### src/rtl/ccp_pkg.sv
// Shared message encodings, field widths and helpers for the L1.5 crossbar and memory model.
package ccp_pkg;

    localparam int MSG_WIDTH  = 8;
    localparam int DATA_WIDTH = 64;
    localparam int TAG_WIDTH  = 5;
    localparam int MESI_WIDTH = 2;

    localparam logic [MSG_WIDTH-1:0] MSG_TYPE_EMPTY        = 8'd0;
    localparam logic [MSG_WIDTH-1:0] MSG_TYPE_LOAD_REQ     = 8'd31;
    localparam logic [MSG_WIDTH-1:0] MSG_TYPE_STORE_REQ    = 8'd2;
    localparam logic [MSG_WIDTH-1:0] MSG_TYPE_NODATA_ACK   = 8'd28;
    localparam logic [MSG_WIDTH-1:0] MSG_TYPE_DATA_ACK     = 8'd30;
    localparam logic [MSG_WIDTH-1:0] MSG_TYPE_INV_FWD      = 8'd16;
    localparam logic [MSG_WIDTH-1:0] MSG_TYPE_LOAD_MEM     = 8'd19;
    localparam logic [MSG_WIDTH-1:0] MSG_TYPE_STORE_MEM    = 8'd20;
    localparam logic [MSG_WIDTH-1:0] MSG_TYPE_LOAD_MEM_ACK = 8'd24;

    function automatic logic is_mem_req(input logic [MSG_WIDTH-1:0] msg_type);
        return (msg_type == MSG_TYPE_LOAD_MEM) || (msg_type == MSG_TYPE_STORE_MEM);
    endfunction

endpackage

### src/rtl/ccp_rr_arb.sv
// Round-robin arbiter: searches from the pointer upward with wrap, pointer moves past the winner on advance.
module ccp_rr_arb #(
    parameter int N     = 4,
    parameter int PTR_W = $clog2(N)
) (
    input  logic             clk,
    input  logic             rst,
    input  logic [N-1:0]     req,
    input  logic             advance,
    output logic [N-1:0]     grant,
    output logic [PTR_W-1:0] winner,
    output logic             any
);

    logic [PTR_W-1:0] ptr_reg;
    logic [PTR_W-1:0] ptr_next;

    always_comb begin
        any    = 1'b0;
        winner = '0;
        grant  = '0;
        for (int k = 0; k < N; k++) begin
            if (!any && req[(int'(ptr_reg) + k) % N]) begin
                any    = 1'b1;
                winner = PTR_W'((int'(ptr_reg) + k) % N);
            end
        end
        if (any) begin
            grant[winner] = 1'b1;
        end
    end

    always_comb begin
        ptr_next = ptr_reg;
        if (advance && any) begin
            ptr_next = (int'(winner) == N - 1) ? '0 : winner + 1'b1;
        end
    end

    always_ff @(posedge clk or posedge rst) begin
        if (rst) begin
            ptr_reg <= '0;
        end else begin
            ptr_reg <= ptr_next;
        end
    end

endmodule

### src/rtl/l15_xbar_mem.sv
// N-core L1.5 crossbar with round-robin msg1/msg3 arbitration and a fixed-latency backing memory.
// Optional error status and request-stability checking: define CCP_XBAR_ERR_EN.
module l15_xbar_mem
    import ccp_pkg::*;
#(
    parameter int NUM_CORES   = 4,
    parameter int MEM_LATENCY = 2,
    parameter int MEM_DEPTH   = 32,
    localparam int SRC_W      = $clog2(NUM_CORES)
) (
    input  logic                             clk,
    input  logic                             rst,
    input  logic [MSG_WIDTH-1:0]             msg2_type,
    input  logic [DATA_WIDTH-1:0]            msg2_data,
    input  logic [TAG_WIDTH-1:0]             msg2_tag,
    input  logic [TAG_WIDTH-1:0]             msg2_load_tag,
    input  logic [MESI_WIDTH-1:0]            mesi_send,
    input  logic [SRC_W-1:0]                 cache_owner,
    input  logic [NUM_CORES-1:0]             share_list,
    output logic                             msg2_ready,
    output logic [NUM_CORES*MSG_WIDTH-1:0]   core_msg2_type,
    output logic [NUM_CORES*DATA_WIDTH-1:0]  core_msg2_data,
    output logic [NUM_CORES*TAG_WIDTH-1:0]   core_msg2_tag,
    output logic [NUM_CORES*MESI_WIDTH-1:0]  core_msg2_mesi,
    input  logic [NUM_CORES*MSG_WIDTH-1:0]   core_msg1_type,
    input  logic [NUM_CORES*DATA_WIDTH-1:0]  core_msg1_data,
    input  logic [NUM_CORES*TAG_WIDTH-1:0]   core_msg1_tag,
    output logic [NUM_CORES-1:0]             core_msg1_grant,
    input  logic [NUM_CORES*MSG_WIDTH-1:0]   core_msg3_type,
    input  logic [NUM_CORES*DATA_WIDTH-1:0]  core_msg3_data,
    input  logic [NUM_CORES*TAG_WIDTH-1:0]   core_msg3_tag,
    output logic [NUM_CORES-1:0]             core_msg3_grant,
    output logic [MSG_WIDTH-1:0]             msg1_type,
    output logic [DATA_WIDTH-1:0]            msg1_data,
    output logic [TAG_WIDTH-1:0]             msg1_tag,
    output logic [SRC_W-1:0]                 msg1_source,
    input  logic                             msg1_ready,
    output logic [MSG_WIDTH-1:0]             msg3_type,
    output logic [DATA_WIDTH-1:0]            msg3_data,
    output logic [TAG_WIDTH-1:0]             msg3_tag,
    output logic [SRC_W-1:0]                 msg3_source,
    input  logic                             msg3_ready,
    output logic [1:0]                       err_status
);

    localparam int CNT_W = $clog2(MEM_LATENCY + 1);

    logic [MSG_WIDTH-1:0]  c1_type [NUM_CORES];
    logic [DATA_WIDTH-1:0] c1_data [NUM_CORES];
    logic [TAG_WIDTH-1:0]  c1_tag  [NUM_CORES];
    logic [MSG_WIDTH-1:0]  c3_type [NUM_CORES];
    logic [DATA_WIDTH-1:0] c3_data [NUM_CORES];
    logic [TAG_WIDTH-1:0]  c3_tag  [NUM_CORES];
    logic [NUM_CORES-1:0]  req1, req3, core_hit;

    logic inv_fwd, unicast;
    assign inv_fwd = (msg2_type == MSG_TYPE_INV_FWD);
    assign unicast = (msg2_type != MSG_TYPE_EMPTY) && !inv_fwd && !is_mem_req(msg2_type);

    // Owner comparison only matches real core indices, so out-of-range owners are dropped here.
    generate
        for (genvar gi = 0; gi < NUM_CORES; gi++) begin : g_core
            assign c1_type[gi] = core_msg1_type[gi*MSG_WIDTH +: MSG_WIDTH];
            assign c1_data[gi] = core_msg1_data[gi*DATA_WIDTH +: DATA_WIDTH];
            assign c1_tag[gi]  = core_msg1_tag[gi*TAG_WIDTH +: TAG_WIDTH];
            assign c3_type[gi] = core_msg3_type[gi*MSG_WIDTH +: MSG_WIDTH];
            assign c3_data[gi] = core_msg3_data[gi*DATA_WIDTH +: DATA_WIDTH];
            assign c3_tag[gi]  = core_msg3_tag[gi*TAG_WIDTH +: TAG_WIDTH];
            assign req1[gi]    = (c1_type[gi] != MSG_TYPE_EMPTY);
            assign req3[gi]    = (c3_type[gi] != MSG_TYPE_EMPTY);

            assign core_hit[gi] = inv_fwd ? share_list[gi]
                                          : (unicast && (cache_owner == SRC_W'(gi)));
            assign core_msg2_type[gi*MSG_WIDTH +: MSG_WIDTH]    = core_hit[gi] ? msg2_type : MSG_TYPE_EMPTY;
            assign core_msg2_data[gi*DATA_WIDTH +: DATA_WIDTH]  = core_hit[gi] ? msg2_data : '0;
            assign core_msg2_tag[gi*TAG_WIDTH +: TAG_WIDTH]     = core_hit[gi] ? msg2_tag  : '0;
            assign core_msg2_mesi[gi*MESI_WIDTH +: MESI_WIDTH]  = core_hit[gi] ? mesi_send : '0;
        end
    endgenerate

    // Backing memory and the single outstanding ACK
    logic [DATA_WIDTH-1:0] mem_reg [MEM_DEPTH];
    logic [DATA_WIDTH-1:0] ack_data_reg;
    logic [TAG_WIDTH-1:0]  ack_tag_reg;
    logic                  mem_pend_reg;
    logic [CNT_W-1:0]      cnt_reg;
    logic                  mem_accept, ack_eligible, ack_load;
    logic                  msg1_free, msg3_free, msg3_core_adv;

    assign msg2_ready   = !mem_pend_reg;
    assign mem_accept   = msg2_ready && is_mem_req(msg2_type);
    assign ack_eligible = mem_pend_reg && (cnt_reg == '0);
    assign ack_load     = msg3_free && ack_eligible;

    always_ff @(posedge clk or posedge rst) begin
        if (rst) begin
            for (int i = 0; i < MEM_DEPTH; i++) begin
                mem_reg[i] <= '0;
            end
            ack_data_reg <= '0;
            ack_tag_reg  <= '0;
            mem_pend_reg <= 1'b0;
            cnt_reg      <= '0;
        end else if (mem_accept) begin
            ack_data_reg <= mem_reg[msg2_load_tag];
            ack_tag_reg  <= msg2_load_tag;
            mem_pend_reg <= 1'b1;
            cnt_reg      <= CNT_W'(MEM_LATENCY - 1);
            if (msg2_type == MSG_TYPE_STORE_MEM) begin
                mem_reg[msg2_tag] <= msg2_data;
            end
        end else begin
            if (ack_load) begin
                mem_pend_reg <= 1'b0;
            end
            if (mem_pend_reg && (cnt_reg != '0)) begin
                cnt_reg <= cnt_reg - 1'b1;
            end
        end
    end

    logic [NUM_CORES-1:0] grant1, grant3;
    logic [SRC_W-1:0]     win1, win3;
    logic                 any1, any3;

    assign msg1_free     = (msg1_type == MSG_TYPE_EMPTY) || msg1_ready;
    assign msg3_free     = (msg3_type == MSG_TYPE_EMPTY) || msg3_ready;
    assign msg3_core_adv = msg3_free && !ack_eligible;

    ccp_rr_arb #(.N(NUM_CORES)) u_arb1 (
        .clk     (clk),
        .rst     (rst),
        .req     (req1),
        .advance (msg1_free),
        .grant   (grant1),
        .winner  (win1),
        .any     (any1)
    );

    ccp_rr_arb #(.N(NUM_CORES)) u_arb3 (
        .clk     (clk),
        .rst     (rst),
        .req     (req3),
        .advance (msg3_core_adv),
        .grant   (grant3),
        .winner  (win3),
        .any     (any3)
    );

    assign core_msg1_grant = msg1_free ? grant1 : '0;
    assign core_msg3_grant = msg3_core_adv ? grant3 : '0;

    always_ff @(posedge clk or posedge rst) begin
        if (rst) begin
            msg1_type   <= MSG_TYPE_EMPTY;
            msg1_data   <= '0;
            msg1_tag    <= '0;
            msg1_source <= '0;
        end else if (msg1_free) begin
            msg1_type   <= any1 ? c1_type[win1] : MSG_TYPE_EMPTY;
            msg1_data   <= any1 ? c1_data[win1] : '0;
            msg1_tag    <= any1 ? c1_tag[win1]  : '0;
            msg1_source <= any1 ? win1          : '0;
        end
    end

    // Memory ACK takes priority over every core on msg3
    always_ff @(posedge clk or posedge rst) begin
        if (rst) begin
            msg3_type   <= MSG_TYPE_EMPTY;
            msg3_data   <= '0;
            msg3_tag    <= '0;
            msg3_source <= '0;
        end else if (msg3_free) begin
            if (ack_eligible) begin
                msg3_type   <= MSG_TYPE_LOAD_MEM_ACK;
                msg3_data   <= ack_data_reg;
                msg3_tag    <= ack_tag_reg;
                msg3_source <= '0;
            end else begin
                msg3_type   <= any3 ? c3_type[win3] : MSG_TYPE_EMPTY;
                msg3_data   <= any3 ? c3_data[win3] : '0;
                msg3_tag    <= any3 ? c3_tag[win3]  : '0;
                msg3_source <= any3 ? win3          : '0;
            end
        end
    end

`ifdef CCP_XBAR_ERR_EN
    logic [1:0] err_reg;
    logic       owner_oor;

    assign owner_oor  = unicast && (32'(cache_owner) >= 32'(NUM_CORES));
    assign err_status = err_reg;

    always_ff @(posedge clk or posedge rst) begin
        if (rst) begin
            err_reg <= '0;
        end else begin
            if (owner_oor) begin
                err_reg[0] <= 1'b1;
            end
            if (is_mem_req(msg2_type) && !msg2_ready) begin
                err_reg[1] <= 1'b1;
            end
        end
    end

    // A core that was requesting but not granted last cycle must present the identical request now.
    generate
        for (genvar gi = 0; gi < NUM_CORES; gi++) begin : g_stable
            logic                                      hold1_reg, hold3_reg;
            logic [MSG_WIDTH+DATA_WIDTH+TAG_WIDTH-1:0] prev1_reg, prev3_reg;

            always_ff @(posedge clk or posedge rst) begin
                if (rst) begin
                    hold1_reg <= 1'b0;
                    hold3_reg <= 1'b0;
                    prev1_reg <= '0;
                    prev3_reg <= '0;
                end else begin
                    assert (!hold1_reg || ({c1_type[gi], c1_data[gi], c1_tag[gi]} == prev1_reg))
                        else $error("core %0d msg1 request changed while ungranted", gi);
                    assert (!hold3_reg || ({c3_type[gi], c3_data[gi], c3_tag[gi]} == prev3_reg))
                        else $error("core %0d msg3 request changed while ungranted", gi);
                    hold1_reg <= req1[gi] && !core_msg1_grant[gi];
                    hold3_reg <= req3[gi] && !core_msg3_grant[gi];
                    prev1_reg <= {c1_type[gi], c1_data[gi], c1_tag[gi]};
                    prev3_reg <= {c3_type[gi], c3_data[gi], c3_tag[gi]};
                end
            end
        end
    endgenerate
`else
    assign err_status = '0;
`endif

endmodule

### config.mk
export PLATFORM = sky130hd
export DESIGN_NAME = l15_xbar_mem
export DESIGN_NICKNAME = d
export VERILOG_FILES = /design/src/rtl/ccp_pkg.sv /design/src/rtl/ccp_rr_arb.sv /design/src/rtl/l15_xbar_mem.sv
export SDC_FILE = /design/constraint.sdc
export NUM_CORES = 2
export LEC_CHECK = 0
export CORE_ASPECT_RATIO = 1.4
export CORE_MARGIN = 5
export CORE_UTILIZATION = 42
export CTS_BUF_LIST = sky130_fd_sc_hd__clkbuf_4
export DETAILED_ROUTE_END_ITERATION = 6
export SLEW_MARGIN = 25
export SYNTH_ARGS = -nofsm -noshare
export SYNTH_HDL_FRONTEND = slang
export SYNTH_SLANG_ARGS = --single-unit
### constraint.sdc
create_clock -name clk -period 161.4 [get_ports clk]
set_input_delay 24.21 -clock clk [delete_from_list [all_inputs] [get_ports clk]]
set_output_delay 24.21 -clock clk [all_outputs]
set_load 0.1 [all_outputs]
======== Word level (Yosys, flattened, before mapping) ========
Cells that the tools add are included.
Widths: inputs -> output; s select.
word-level totals
  word-level logic and storage cells ...... 256
  input bits .............................. 710
  memory bits (read-only) ................. 0
  latch bits .............................. 0
  bits in writable memories ............... 0
  output and inout port bits .............. 485
  memories kept ........................... 0
  register bits after elaboration ......... 2282
cells by class
  order comparisons ....................... 17
  multiply operators ...................... 0
  muxes and demuxes ....................... 108
  reduce and logical (&&, ||, !) cells .... 58
  shifts and indexed selects .............. 0
  bitwise gates (word level) .............. 10
  equality and inequality tests ........... 8
  $add $sub $neg .......................... 9
  div/mod/pow operators ................... 0
operators by type and width
  cell                 number
  $bwmux 2048          1
  $mux 64              14
  $bmux 64 s5          1
  $demux 64 s5         1
  $bmux 64 s2          2
  $mux 8               11
  $reduce_bool 8->1    9
  $mux 5               11
  $mux 2               19
  $bmux 8 s2           2
  $mux 1               30
  $eq 8x5->1 const B   3
  $lt 3x4->1 const B   6
  $logic_and 1x1->1    22
  $bmux 5 s2           2
  $bmux 1 s2           8
  $logic_not 8->1      2
  $mux 4               4
  $ge 6x6->1 const B   2
  $lt 2x3->1 const B   4
  $not 5->6            2
  $reduce_or 2->1      6
  $logic_not 1->1      10
  $add 2x1->2 const B  4
  14 further kinds     34

======== Longest topological paths before layout ========
  depth in word-level cells ............... 20
  mapped depth ............................ 9
  depth with buffers taken out ............ 7

======== Modules after synthesis ========
A second synthesis with hierarchy kept.
second synthesis, totals
  cell total of the unflattened synthesis .. 7005
  area total of the unflattened synthesis .. 107814.7 µm²
by module, submodules not included
  module               seq. area each (µm²)  instances  cells each  area an instance (µm²)
  l15_xbar_mem         57004.7               1          6943        107259.1
  ccp_rr_arb (u_arb1)  50.0                  1          32          277.8
  ccp_rr_arb (u_arb3)  50.0                  1          30          277.8

======== Least setup slack after synthesis ========
No wires, ideal clock.
  kind .................................... in2out
  start ................................... in msg2_type[3]
  end ..................................... out core_msg2_data[186]
  required time ........................... 137.190 ns
  cell stages on the path ................. 7
  buffers on the path ..................... 2
  arrival time ............................ 26.913 ns
  slack ................................... 110.277 ns
  cell sequence ........................... nor4_4 -> nor4b_4 -> and3_1 -> a31oi_1 -> clkbuf_1 -> buf_2 -> nor2b_1
between the ends
  longest elaborated chain between the ends .. 7
  elaborated cells between the ends (all ways) .. 12
  classes of those cells .................. 3 x eq/ne; 2 x mux; 7 x reduce/logical
RTL lines
  item                                                  RTL line                           RTL
  start: declaration                                    l15_xbar_mem.sv:13                 input logic [MSG_WIDTH-1:0] msg2_type,
  $eq 8x5->1 (on tied branches)                         l15_xbar_mem.sv:57, ccp_pkg.sv:20
  $logic_not 1->1 or $logic_or 1x1->1 (tied branches)   l15_xbar_mem.sv:58, ccp_pkg.sv:20
  $logic_and 1x1->1 or $logic_not 1->1 (tied branches)  l15_xbar_mem.sv:58                 assign unicast = (msg2_type != MSG_TYPE_EMPTY) && !inv_fwd && !is_mem_req(msg2_type);
  $logic_and 1x1->1                                     l15_xbar_mem.sv:58
  $logic_and 1x1->1                                     l15_xbar_mem.sv:73                 : (unicast && (cache_owner == SRC_W'(gi)));
  $mux 1 *                                              l15_xbar_mem.sv:72                 assign core_hit[gi] = inv_fwd ? share_list[gi]
  $mux 64 *                                             l15_xbar_mem.sv:75                 assign core_msg2_data[gi*DATA_WIDTH +: DATA_WIDTH] = core_hit[gi] ? msg2_data : '0;
  end: declaration                                      l15_xbar_mem.sv:22                 output logic [NUM_CORES*DATA_WIDTH-1:0] core_msg2_data,
Mark *: on every way between the ends. The rest lies on a longest branch, timed or not.

======== Worst setup path after layout ========
  start ................................... in msg2_type[0]
  end ..................................... out core_msg2_data[88]
The elaborated chain is that of the path after synthesis.

==> run_results.csv <==
group,metric,value,unit
pwr,power_density,11.9,nW/um^2
pwr,p_leak,61.7,nW
final_layout,largest_reg_flops,2048,
final_layout,ff_latch_area,57100,um^2
setup_path,cpMaxStageDelayCell,"clkdlybuf4s50_1",
routing,antenna_left,0,
sta,drv_slew,0,
logic_synthesis,synth_area_leaders,"dfrtp_1 (53%), mux2_2 (21%), mux4_2 (13%)",
setup_path,critPathRequiredTime,137.19,ns
clock_network,cts_root_buffer,"clkbuf_4",
clock_network,clock_sinks,2282,
grt,grt_antenna_before_repair,60,
pwr,vdd_drop_max,0.0000209,V
logic_synthesis,synth_seq_cells,2282,
sta,fmax,0.0189,GHz
clock_network,clock_latency,1.31,ns
logic_synthesis,synth_top_area_cell,"dfrtp_1",
clock_network,clk_pin_slew,0.05,ns
clock_network,htree_levels,6,
setup_path,cp-end-kind,"output pin",
routing,num_vias,71000,
die,die_h,612,um
job,drv_cap,0,
setup_path,cp_data_arrival_time,28.75,ns
setup_path,start_kind,"input pin",
logic_synthesis,syn_inst,7049,
place,place_congestion,0.909,
setup_path,cp_cell_sequence,"clkdlybuf4s50_1, and3b_1, o211ai_1, nand3b_1, o21ai_4, buf_4, and2_1, clkdlybuf4s50_1",
setup_path,r2r_start,"mem_pend_reg",
place,port_buffers,1192,
grt,grt_pass1_wl,573,mm
final_layout,fin_util,50.3,%
sta,skew,0.0824,ns
clock_network,cts_resized,0,
die,die_area,269000,um^2
sta,grt_setup_unrepaired,"false",
clock_network,post_cts_buffers,0,
logic_synthesis,synth_common_cells,"dfrtp_1 (2282), mux2_2 (1984), mux4_2 (640)",
logic_synthesis,synth_seq_area_share,52.6,%
routing,drc,0,
sta,worst_slew_pin_slew,1.15,ns
grt,track_usage,29.8,%
routing,wl,407,mm
sta,fin_crit,52.96,ns
final_layout,nNetsFinal,9064,
die,initial_core_util,42.1,%
clock_network,hold_buffers,0,
place,dp_hpwl,263,mm
logic_synthesis,yosysTopAreaCellShare,52.6,%
min_path,min_path_type,"register to register",
routing,drt-pass1-iter-count,5,
clock_network,cts_tree,"done",
run_status,outcome,"finished clean",
final_layout,fill_cells,22500,
final_layout,final_cells,12200,
logic_synthesis,yosysMostFrequentCell,"dfrtp_1",
clock_network,clockBufferDepth,4,
logic_synthesis,synth-edff-count,0,
die,rows,221,
logic_synthesis,synth.distinct_cells,61,
grt,grt_max_degree,174,
sta,hold_violations,0,
logic_synthesis,synth-async-reset-ratio,100,%
clock_network,cts_buffers,593,
die,core-area,258000,um^2
setup_path,crit_fanout,46,
setup_path,crit_family,"buffers and inverters",
logic_synthesis,yosys_warnings,0,
setup_path,crit_top_cell,"clkdlybuf4s50_1",
sta,fin_crit_sh,32.8,%
final_layout,final_layout_size_suffix_gt1_share,43.8,%
place,placed_cells,11200,
routing,drt_iter0_drc,4918,
setup_path,rrSetupSlack,156.89,ns
grt,grt_pass1_vias,76300,
sta,finalSetupViolations,0,
setup_path,crit_start,"msg2_type[0]",
final_layout,multi_input_area,47800,um^2
logic_synthesis,ys.flop_type,"dfrtp_1",
setup_path,slowest_delay,1.13,ns
setup_path,path_class,"input pin to output pin",
logic_synthesis,netlist_area,109000,um^2
die,pin_count,1195,
sta,fin_setup_tns,0,ns
min_path,hp-start,"ack_data_reg[50]",
routing,viasPerCell,5.81,
final_layout,area_delta_synth_final,19.6,%
logic_synthesis,syn_avg_cell_area,15.4,um^2
sta,slew_headroom,23.6,%
grt,grt_overflow,0,
die,die-width,440,um
routing,routedWlPerCell,33.3,um
setup_path,cp_num_buf_inv,3,
[cell usage in the layout, fill, tap and decap left out, types with 6 or more instances in the layout]
master / Yosys / routed
a21oi_1: 78 / 76
and2_1: 94 / 93
and3_1: 70 / 70
buf_12: 0 / 8
buf_16: 0 / 7
buf_2: 117 / 31
buf_4: 59 / 198
buf_6: 128 / 9
clkbuf_4: 1 / 845
clkdlybuf4s50_1: 0 / 1136
clkinv_1: 0 / 84
clkinv_2: 0 / 6
clkinvlp_4: 0 / 7
dfrtp_1: 2282 / 2282
diode_2: 0 / 39
ha_1: 9 / 9
inv_1: 12 / 11
inv_2: 0 / 21
mux2_1: 71 / 71
mux2_2: 1984 / 1984
mux2i_1: 372 / 372
mux4_2: 640 / 640
nand2_1: 148 / 146
nand2b_1: 17 / 15
nor2_1: 13 / 12
nor2_4: 0 / 15
nor2_8: 8 / 8
nor2b_1: 235 / 235
nor4_1: 15 / 15
o21ai_0: 73 / 73
o221ai_1: 152 / 152
or4_1: 6 / 6
[final timing paths]
path                                 endpoint  cells past startpoint
setup / recovery           core_msg2_data[88]                      8
hold / removal               ack_data_reg[50]                      2
setup reg to reg                 mem_reg[373]                      7
hold reg to reg              ack_data_reg[50]                      2
max in group asynchronous     ack_data_reg[9]                      8
min in group asynchronous         msg1_tag[3]                      2
[power breakdown]
part | switching, W | total, W | internal, W
logic | 0.000315 | 0.000426 | 0.000111
clock network | 0.000243 | 0.000490 | 0.000247
registers | 0.0000298 | 0.000624 | 0.000594
[worst min-delay path: stages, from the launching register on]
cell	delay [ns]
dfrtp_1	0.33
nand2_1	0.05
o21ai_0	0.06
[stage by stage]
step	hold WS (ns)	instance area (um^2)	setup WS (ns)	power (W)
6_report	0.474	130000	108.44	0.00154
3_5_place_dp	0.463	123000	108.23	0.00106
2_1_floorplan	0.442	109000	72.71	0.000914
3_3_place_gp	0.450	123000	108.38	0.00106
4_1_cts	0.475	130000	108.23	0.00156
5_1_grt	0.493	130000	108.26	0.00160
[cell families after synthesis]
group | synth area share [%]
other | 0.00345
adder cells (fa/ha/maj) | 0.104
buffers and inverters | 3.67
AND/OR/NAND/NOR | 3.62
AO/OA/AOI/OAI | 2.05
multiplexers | 38.0
flip-flops | 52.6
[final cells by class]
cell class | instances | area share, %
Clock buffer | 845 | 4.88
Clock inverter | 128 | 0.516
Inverter | 12 | 0.0404
Sequential cell | 2282 | 43.9
Multi-Input combinational cell | 4061 | 36.8
Antenna cell | 39 | 0.0751
Tap cell | 3456 | 3.33
Timing Repair Buffer | 1395 | 10.4
[layer usage]
| layer | share of wire, % | GRT usage (%) |
|---|---|---|
| met3 | 6.7 | 6.15 |
| met1 | 38 | 36.5 |
| met5 | 0.020 | 0 |
| met4 | 4.5 | 12.4 |
| met2 | 51 | 51.3 |
Note: power is estimated with default switching activity, not from simulation.
